[src/rtl/store_pkg.sv]
// Shared encodings for the store data path: access sizes and sequencer states.
package store_pkg;

  typedef enum logic [1:0] {
    SZ_WORD = 2'b00,
    SZ_HALF = 2'b01,
    SZ_BYTE = 2'b10,
    SZ_RSVD = 2'b11
  } size_e;

  typedef enum logic [1:0] {
    ST_IDLE = 2'b00,
    ST_RD   = 2'b01,
    ST_WAIT = 2'b10,
    ST_WR   = 2'b11
  } state_e;

  // Byte and halfword stores need a read-modify-write; word and reserved write directly.
  function automatic logic is_subword(input logic [1:0] sz);
    return (sz == SZ_HALF) || (sz == SZ_BYTE);
  endfunction

endpackage

[src/rtl/lane_merge.sv]
// Combinational merge of new store data into the old memory word for sub-word stores.
module lane_merge
  import store_pkg::*;
#(
  parameter int DATA_W = 32
) (
  input  logic [DATA_W-1:0] old_word,
  input  logic [DATA_W-1:0] new_data,
  input  logic [1:0]        size,
  input  logic [1:0]        addr_lo,
  output logic [DATA_W-1:0] merged
);

  // Overlay the selected lane(s); halfword placement ignores addr_lo[0]
  always_comb begin
    merged = old_word;
    case (size)
      SZ_BYTE: merged[{addr_lo, 3'b000} +: 8]       = new_data[7:0];
      SZ_HALF: merged[{addr_lo[1], 4'b0000} +: 16]  = new_data[15:0];
      default: merged = new_data;
    endcase
  end

endmodule

[src/rtl/store_data_unit.sv]
// Store write-data path: source select, then direct word write or byte/half read-modify-write.
module store_data_unit
  import store_pkg::*;
#(
  parameter int DATA_W  = 32,
  parameter int NUM_SRC = 4,
  parameter int SEL_W   = 2,
  parameter int MEM_LAT = 1
) (
  input  logic                      clk,
  input  logic                      reset,
  input  logic [NUM_SRC*DATA_W-1:0] src_data,
  input  logic [SEL_W-1:0]          src_sel,
  input  logic                      start,
  input  logic [1:0]                size,
  input  logic [1:0]                addr_lo,
  input  logic [DATA_W-1:0]         mem_rdata,
  output logic                      mem_rd,
  output logic                      mem_wr,
  output logic [DATA_W-1:0]         mem_wdata,
  output logic                      busy,
  output logic                      done
);

  localparam int CNT_W = (MEM_LAT > 1) ? $clog2(MEM_LAT) : 1;

  state_e              state, state_nx;
  logic [CNT_W-1:0]    cnt;
  logic [DATA_W-1:0]   sel_data;
  logic [DATA_W-1:0]   data_r;
  logic [1:0]          size_r;
  logic [1:0]          off_r;
  logic [DATA_W-1:0]   merged;

  // Source mux; out-of-range selects fall back to source 0
  always_comb begin
    sel_data = src_data[DATA_W-1:0];
    for (int i = 0; i < NUM_SRC; i++) begin
      if (src_sel == SEL_W'(i)) sel_data = src_data[i*DATA_W +: DATA_W];
    end
  end

  lane_merge #(.DATA_W(DATA_W)) u_merge (
    .old_word (mem_rdata),
    .new_data (data_r),
    .size     (size_r),
    .addr_lo  (off_r),
    .merged   (merged)
  );

  // State register
  always_ff @(posedge clk or posedge reset) begin
    if (reset) state <= ST_IDLE;
    else       state <= state_nx;
  end

  // Next-state logic; WAIT exits when the latency counter has run down
  always_comb begin
    state_nx = state;
    case (state)
      ST_IDLE: if (start) state_nx = is_subword(size) ? ST_RD : ST_WR;
      ST_RD:   state_nx = ST_WAIT;
      ST_WAIT: if (cnt == '0) state_nx = ST_WR;
      ST_WR:   state_nx = ST_IDLE;
      default: state_nx = ST_IDLE;
    endcase
  end

  // Registered outputs, operand capture, latency counter and write-word formation
  always_ff @(posedge clk or posedge reset) begin
    if (reset) begin
      mem_rd    <= 1'b0;
      mem_wr    <= 1'b0;
      done      <= 1'b0;
      busy      <= 1'b0;
      mem_wdata <= '0;
      data_r    <= '0;
      size_r    <= '0;
      off_r     <= '0;
      cnt       <= '0;
    end else begin
      mem_rd <= (state_nx == ST_RD);
      mem_wr <= (state_nx == ST_WR);
      done   <= (state_nx == ST_WR);
      busy   <= (state_nx != ST_IDLE);
      case (state)
        ST_IDLE: begin
          if (start) begin
            data_r <= sel_data;
            size_r <= size;
            off_r  <= addr_lo;
            if (!is_subword(size)) mem_wdata <= sel_data;
          end
        end
        ST_RD: cnt <= CNT_W'(MEM_LAT - 1);
        ST_WAIT: begin
          if (cnt != '0) cnt <= cnt - CNT_W'(1);
          else           mem_wdata <= merged;
        end
        default: ;
      endcase
    end
  end

endmodule

[config.mk]
export PLATFORM = sky130hd
export DESIGN_NAME = store_data_unit
export DESIGN_NICKNAME = d
export VERILOG_FILES = /design/src/rtl/store_pkg.sv /design/src/rtl/lane_merge.sv /design/src/rtl/store_data_unit.sv
export SDC_FILE = /design/constraint.sdc
export NUM_CORES = 1
export LEC_CHECK = 0
export BUFFER_PORTS_ARGS = -buffer_cell sky130_fd_sc_hd__clkbuf_2
export CAP_MARGIN = 20
export CORE_UTILIZATION = 49
export DETAILED_ROUTE_END_ITERATION = 8
export PLACE_DENSITY = 0.92
export SYNTH_ARGS = -nofsm -noshare
export SYNTH_HDL_FRONTEND = slang
export SYNTH_SLANG_ARGS = --single-unit
[constraint.sdc]
create_clock -name clk -period 2.6 [get_ports clk]
set_input_delay 0.13 -clock clk [delete_from_list [all_inputs] [get_ports clk]]
set_output_delay 0.13 -clock clk [all_outputs]
set_load 0.005 [all_outputs]
Word level (Yosys, flattened, before mapping):

Index checks and enable logic that the tools add are counted.

* bits in registers: 74
* output and inout port bits: 36
* bits of input ports: 169
* word-level logic and storage cells: 54

* mux-type cells: 16
* equality and inequality tests: 15
* add/subtract/negate cells: 3
* reduce and logical (&&, ||, !) cells: 7
* shift-type cells: 4

Operator list (number)
* $mux W32: 6
* $pmux W32 S2: 2
* $bwmux W32: 2
* $shift A16 B7 Y32 const A: 1
* $shift A8 B7 Y32 const A: 1
* $shiftx A16 B7 Y32: 1
* $shiftx A8 B7 Y32: 1
* $eq A2 B2 Y1 const B: 7
* $neg A5 Y7: 2
* $eq A2 B1 Y1 const B: 5
* $pmux W2 S4: 1
* $mux W2: 3
* $ne A2 B2 Y1 const B: 3
* $reduce_bool A2 Y1: 3
* $reduce_and A4 Y1: 1
* $logic_not A2 Y1: 1
* $pmux W1 S2: 1
* $reduce_and A2 Y1: 1
* $logic_or A1 B1 Y1: 1
* $mux W1: 1
* $sub A1 B1 Y1 const B: 1

Depth between registers and ports, before layout:

* depth in word-level cells: 7
* gate-level depth with buffers: 10
* mapped depth without buffers: 6

Cells and area by module:

Synthesis repeated with hierarchy kept, for this count alone.

* cells, all modules: 617
* area, all modules: 5878.1 um^2

Modules (own cells, without submodules)
* store_data_unit: area an instance 4790.8 um^2, times used 1, cells an instance 461, sequential area each 1826.8 um^2
* lane_merge: area an instance 1087.3 um^2, times used 1, cells an instance 156, sequential area each 0.0 um^2

Least setup slack after synthesis:

No wires, ideal clock.

* path kind: flip-flop to flip-flop
* start point: register off_r[1]
* end point: register mem_wdata[16]
* data required time: 2.505 ns
* buffers on the path: 2
* setup time: 0.095 ns
* arrival time: 1.894 ns
* stages on the path, launching flop included: 9
* setup slack: 0.611 ns
* period minus slack after synthesis: 1.989 ns
* cells stage by stage: dfrtp_1 buf_4 buf_6 inv_1 ha_1 or3b_4 o31ai_4 a221oi_1 o31ai_1

* cells in the longest elaborated chain, start to end: 6
* elaborated cells between the ends (all ways): 11
* classes of those cells: add/sub: 2; shift: 4; mux: 5

Ends and longest elaborated chain
* start, declared: line store_data_unit.sv:32 `logic [1:0] off_r;`
* start signal, assigned: line store_data_unit.sv:91 `off_r <= addr_lo;`
* $neg A5 Y7 (on tied branches): line lane_merge.sv:19, lane_merge.sv:18
* $shiftx A16 B7 Y32, or another cell as far along: line lane_merge.sv:19 `SZ_HALF: merged[{addr_lo[1], 4'b0000} +: 16] = new_data[15:0];`
* $bwmux W32 (on tied branches): line lane_merge.sv:19, lane_merge.sv:18
* $pmux W32 S2 (*): line lane_merge.sv:17 `case (size)`
* $mux W32 (*): line store_data_unit.sv:97 `if (cnt != '0) cnt <= cnt - CNT_W'(1);`
* $pmux W32 S2 (*): line store_data_unit.sv:86 `case (state)`
* end signal, assigned: line store_data_unit.sv:92 `if (!is_subword(size)) mem_wdata <= sel_data;`
* end signal, assigned: line store_data_unit.sv:98 `else mem_wdata <= merged;`
* end, declared: line store_data_unit.sv:20 `output logic [DATA_W-1:0] mem_wdata,`

Mark *: on every way between the ends. The rest lies on a longest branch, timed or not. The select of a mux whose other input is x is not followed.
A chain may end at the register's enable or synchronous reset.

Worst setup path in the final report:

* start point: register off_r[1]
* end point: register mem_wdata[29]

Same word-level chain as after synthesis.

==> flow_metrics.py <==
metrics = {
    "logic_synthesis": {
        "yosys.area.top_type": "dfrtp_1",
        "synth_area_per_cell_um2": 11.8,
        "syn_area_um2": 4740,
        "synth_fp_nets": 582,
        "ys_async_sr_fraction": 1.00,
        "synth_flop_cell": "dfrtp_1",
        "synth.yosys.seq_area_share": 0.385,
        "synth_edf_count": 0,
        "yosys_warnings": 0,
        "synth-seq-cells": 73,
        "synth.area.top_cells": "dfrtp_1, mux4_2, mux2_2",
        "yosys.area.top_type_share": 0.385,
        "synth_cell_types": 44,
        "syn_inst": 403,
    },
    "sta": {
        "fin_tns_setup_ps": 0,
        "skew_ps": 16.8,
        "max_slew_margin": 0.387,
        "rsz0062_at_grt": "no",
        "worstMarginPinSlew_ps": 916,
        "period_share": 0.904,
        "slew_viol_final": 0,
        "setup_viol": 0,
        "hold_viol_final": 0,
        "max_freq_mhz": 425,
        "fin_crit_ps": 2350,
    },
    "placed_design": {
        "hpwl_um": 11600,
        "gp_congestion": 0.904,
        "port_buffers": 204,
    },
    "run": {
        "cap_viol_max_count": 0,
    },
    "clocking": {
        "post-cts-setup-buffers": 0,
        "cts_buffer_depth": 2,
        "insertion_delay_ps": 360,
        "numCtsBuffers": 9,
        "clk_pin_slew_ps": 80,
        "cts_sinks": 73,
        "cts_root_buffer": "clkbuf_8",
        "cts_max_level": 3,
        "cts_tree": "built",
    },
    "worst_setup_path": {
        "worst-path-max-fanout": 14,
        "critical_path_class": "register to register",
        "arrival_ps": 2640,
        "cp.required_ps": 2890,
        "r2r-end": "mem_wdata[29]",
        "cp-endpoint": "mem_wdata[29]",
        "endpoint_kind": "register",
        "r2r_start": "off_r[1]",
        "reg2reg_slack_ps": 250,
        "reg2reg_depth": 6,
        "setup.worst_path.start": "off_r[1]",
        "setup.worst_path.start_class": "register",
    },
    "die": {
        "initial_core_util": 0.508,
        "die_y_um": 100,
        "core_um2": 9330,
        "fp.dieW_um": 100,
        "rows": 35,
        "ios": 205,
        "die_area_um2": 10100,
    },
    "detailed_routing": {
        "vias": 4463,
        "drc_errors": 0,
        "viasPerCell": 6.04,
        "drtIter0Drc": 203,
        "wl_um": 14800,
        "postRouteAntennaNets": 0,
        "first_pass_iters": 5,
        "wl_per_cell_um": 20.0,
    },
    "layout": {
        "area_delta_synth_final_pct": 29.1,
        "fillers": 786,
        "antennaDiodeCount": 0,
        "drive_gt1_frac": 0.539,
        "multi_input_area_um2": 2650,
        "regArea_um2": 1830,
        "num-nets-final": 784,
    },
    "global_routing": {
        "grt_max_degree": 27,
        "overflow": 0,
        "grt_pass1_wl_um": 23300,
        "grt_usage": 0.308,
        "grt_pass1_vias": 4701,
        "antenna_found_initial": 0,
    },
    "power": {
        "ir_worst_vdd_v": 0.000588,
        "p_leak_nw": 2.86,
        "power_mw": 7.16,
        "powerDensity_nw_per_um2": 1170,
    },
    "status": {
        "outcome": "complete, no violations",
    },
    "hold_path": {
        "min_path_type": "primary input to register",
    },
}
[cell usage in the layout, fill, tap and decap left out, types with 9 or more instances in the layout]
cell      instances
nor2_1           13
dfrtp_1          73
a221o_1          13
a21oi_1          23
mux2_2           48
inv_1            16
mux4_2           32
clkbuf_8         11
a21o_1            9
clkbuf_2        204
a221oi_1         25
buf_4            18
nand2_1          14
ha_1             10
o21ai_0          23
nand3_1          16
[timing repair]
item,in CTS,in global routing
hold buffers,1,0
endpoints found under the setup margin,0,0
resized for setup,0,0
endpoints found under the hold margin,24,0
[power by group]
part | switching (mW) | internal [mW] | total (mW)
logic | 2.05 | 1.78 | 3.83
registers | 0.568 | 1.73 | 2.30
clock network | 0.463 | 0.568 | 1.03
[layout make-up]
| class | count | share of cell area |
|---|---|---|
| Clock buffer | 10 | 0.0225 |
| Sequential cell | 73 | 0.299 |
| Tap cell | 129 | 0.0264 |
| Multi-Input combinational cell | 279 | 0.434 |
| Timing Repair Buffer | 224 | 0.193 |
| Inverter | 18 | 0.0110 |
| Clock inverter | 6 | 0.0149 |
[kinds of logic (layout without fill, tap and decap cells)]
family | count (synthesis) | count (layout) | share of synthesized area
AO/OA/AOI/OAI | 126 | 126 | 0.193
XOR/XNOR | 2 | 2 | 0.00528
adder cells (fa/ha/maj) | 10 | 10 | 0.0264
buffers and inverters | 51 | 258 | 0.0549
flip-flops | 73 | 73 | 0.385
multiplexers | 81 | 81 | 0.268
AND/OR/NAND/NOR | 60 | 60 | 0.0668
[state kept, by name, summed over array words and instances (netlist names)]
name and flops:
mem_wdata 32, mem_rd 1, data_r 32, state 2, done 1, off_r 2
size_r 2, busy 1
[stage by stage]
step,worst slack (ps),hold slack (ps),instances,util,area (um^2)
6_report,249,40.2,739,0.656,6120
4_1_cts,277,35.8,738,0.654,6100
2_1_floorplan,611,281,403,-,4740
3_5_place_dp,292,210,721,0.629,5870
5_1_grt,32.5,43.1,739,0.656,6120
3_3_place_gp,461,198,721,0.629,5870
[worst min path at each step]
| stage | from | end | slack (ps) | depth (start not counted) |
|---|---|---|---|---|
| finish | addr_lo[1] | off_r[1] | 40 | 2 |
| global route | addr_lo[0] | off_r[0] | 40 | 2 |
| CTS | addr_lo[1] | off_r[1] | 40 | 2 |
| detailed placement | reset | mem_wdata[20] | 210 | 2 |
| global placement | reset | mem_wdata[20] | 200 | 2 |
| floorplan | addr_lo[1] | off_r[1] | 280 | 1 |
[cells in the mapped netlist (6+ instances only)]
cell type and n:
nor2_1 13, nor2b_1 6, ha_1 10, a22oi_1 8
buf_4 6, a21o_1 9, inv_1 17, nand2_1 14
o22ai_1 8, mux2_2 48, a221o_1 13, dfrtp_1 73
o21ai_0 23, a21oi_1 23, mux4_2 32, clkbuf_1 9
a221oi_1 25, buf_2 10, nand3_1 16, o31ai_1 8
[per-layer routing]
| metal | wire [um] | part of all wire | up-vias | GRT usage |
|---|---|---|---|---|
| li1 | - | - | 1985 | - |
| met1 | 5780 | 0.39 | 2218 | 0.371 |
| met2 | 7670 | 0.52 | 224 | 0.551 |
| met3 | 974 | 0.066 | 36 | 0.0474 |
| met4 | 388 | 0.026 | 0 | 0.126 |
| met5 | 0 | 0 | - | 0 |
[critical path, stage by stage (launching register included)]
cell      delay, ps
dfrtp_1         650
inv_1           160
ha_1            350
nor2b_1         470
nand3_1         160
a221oi_1        330
a221o_1         160
No activity file was read; power rests on OpenSTA's default activity.
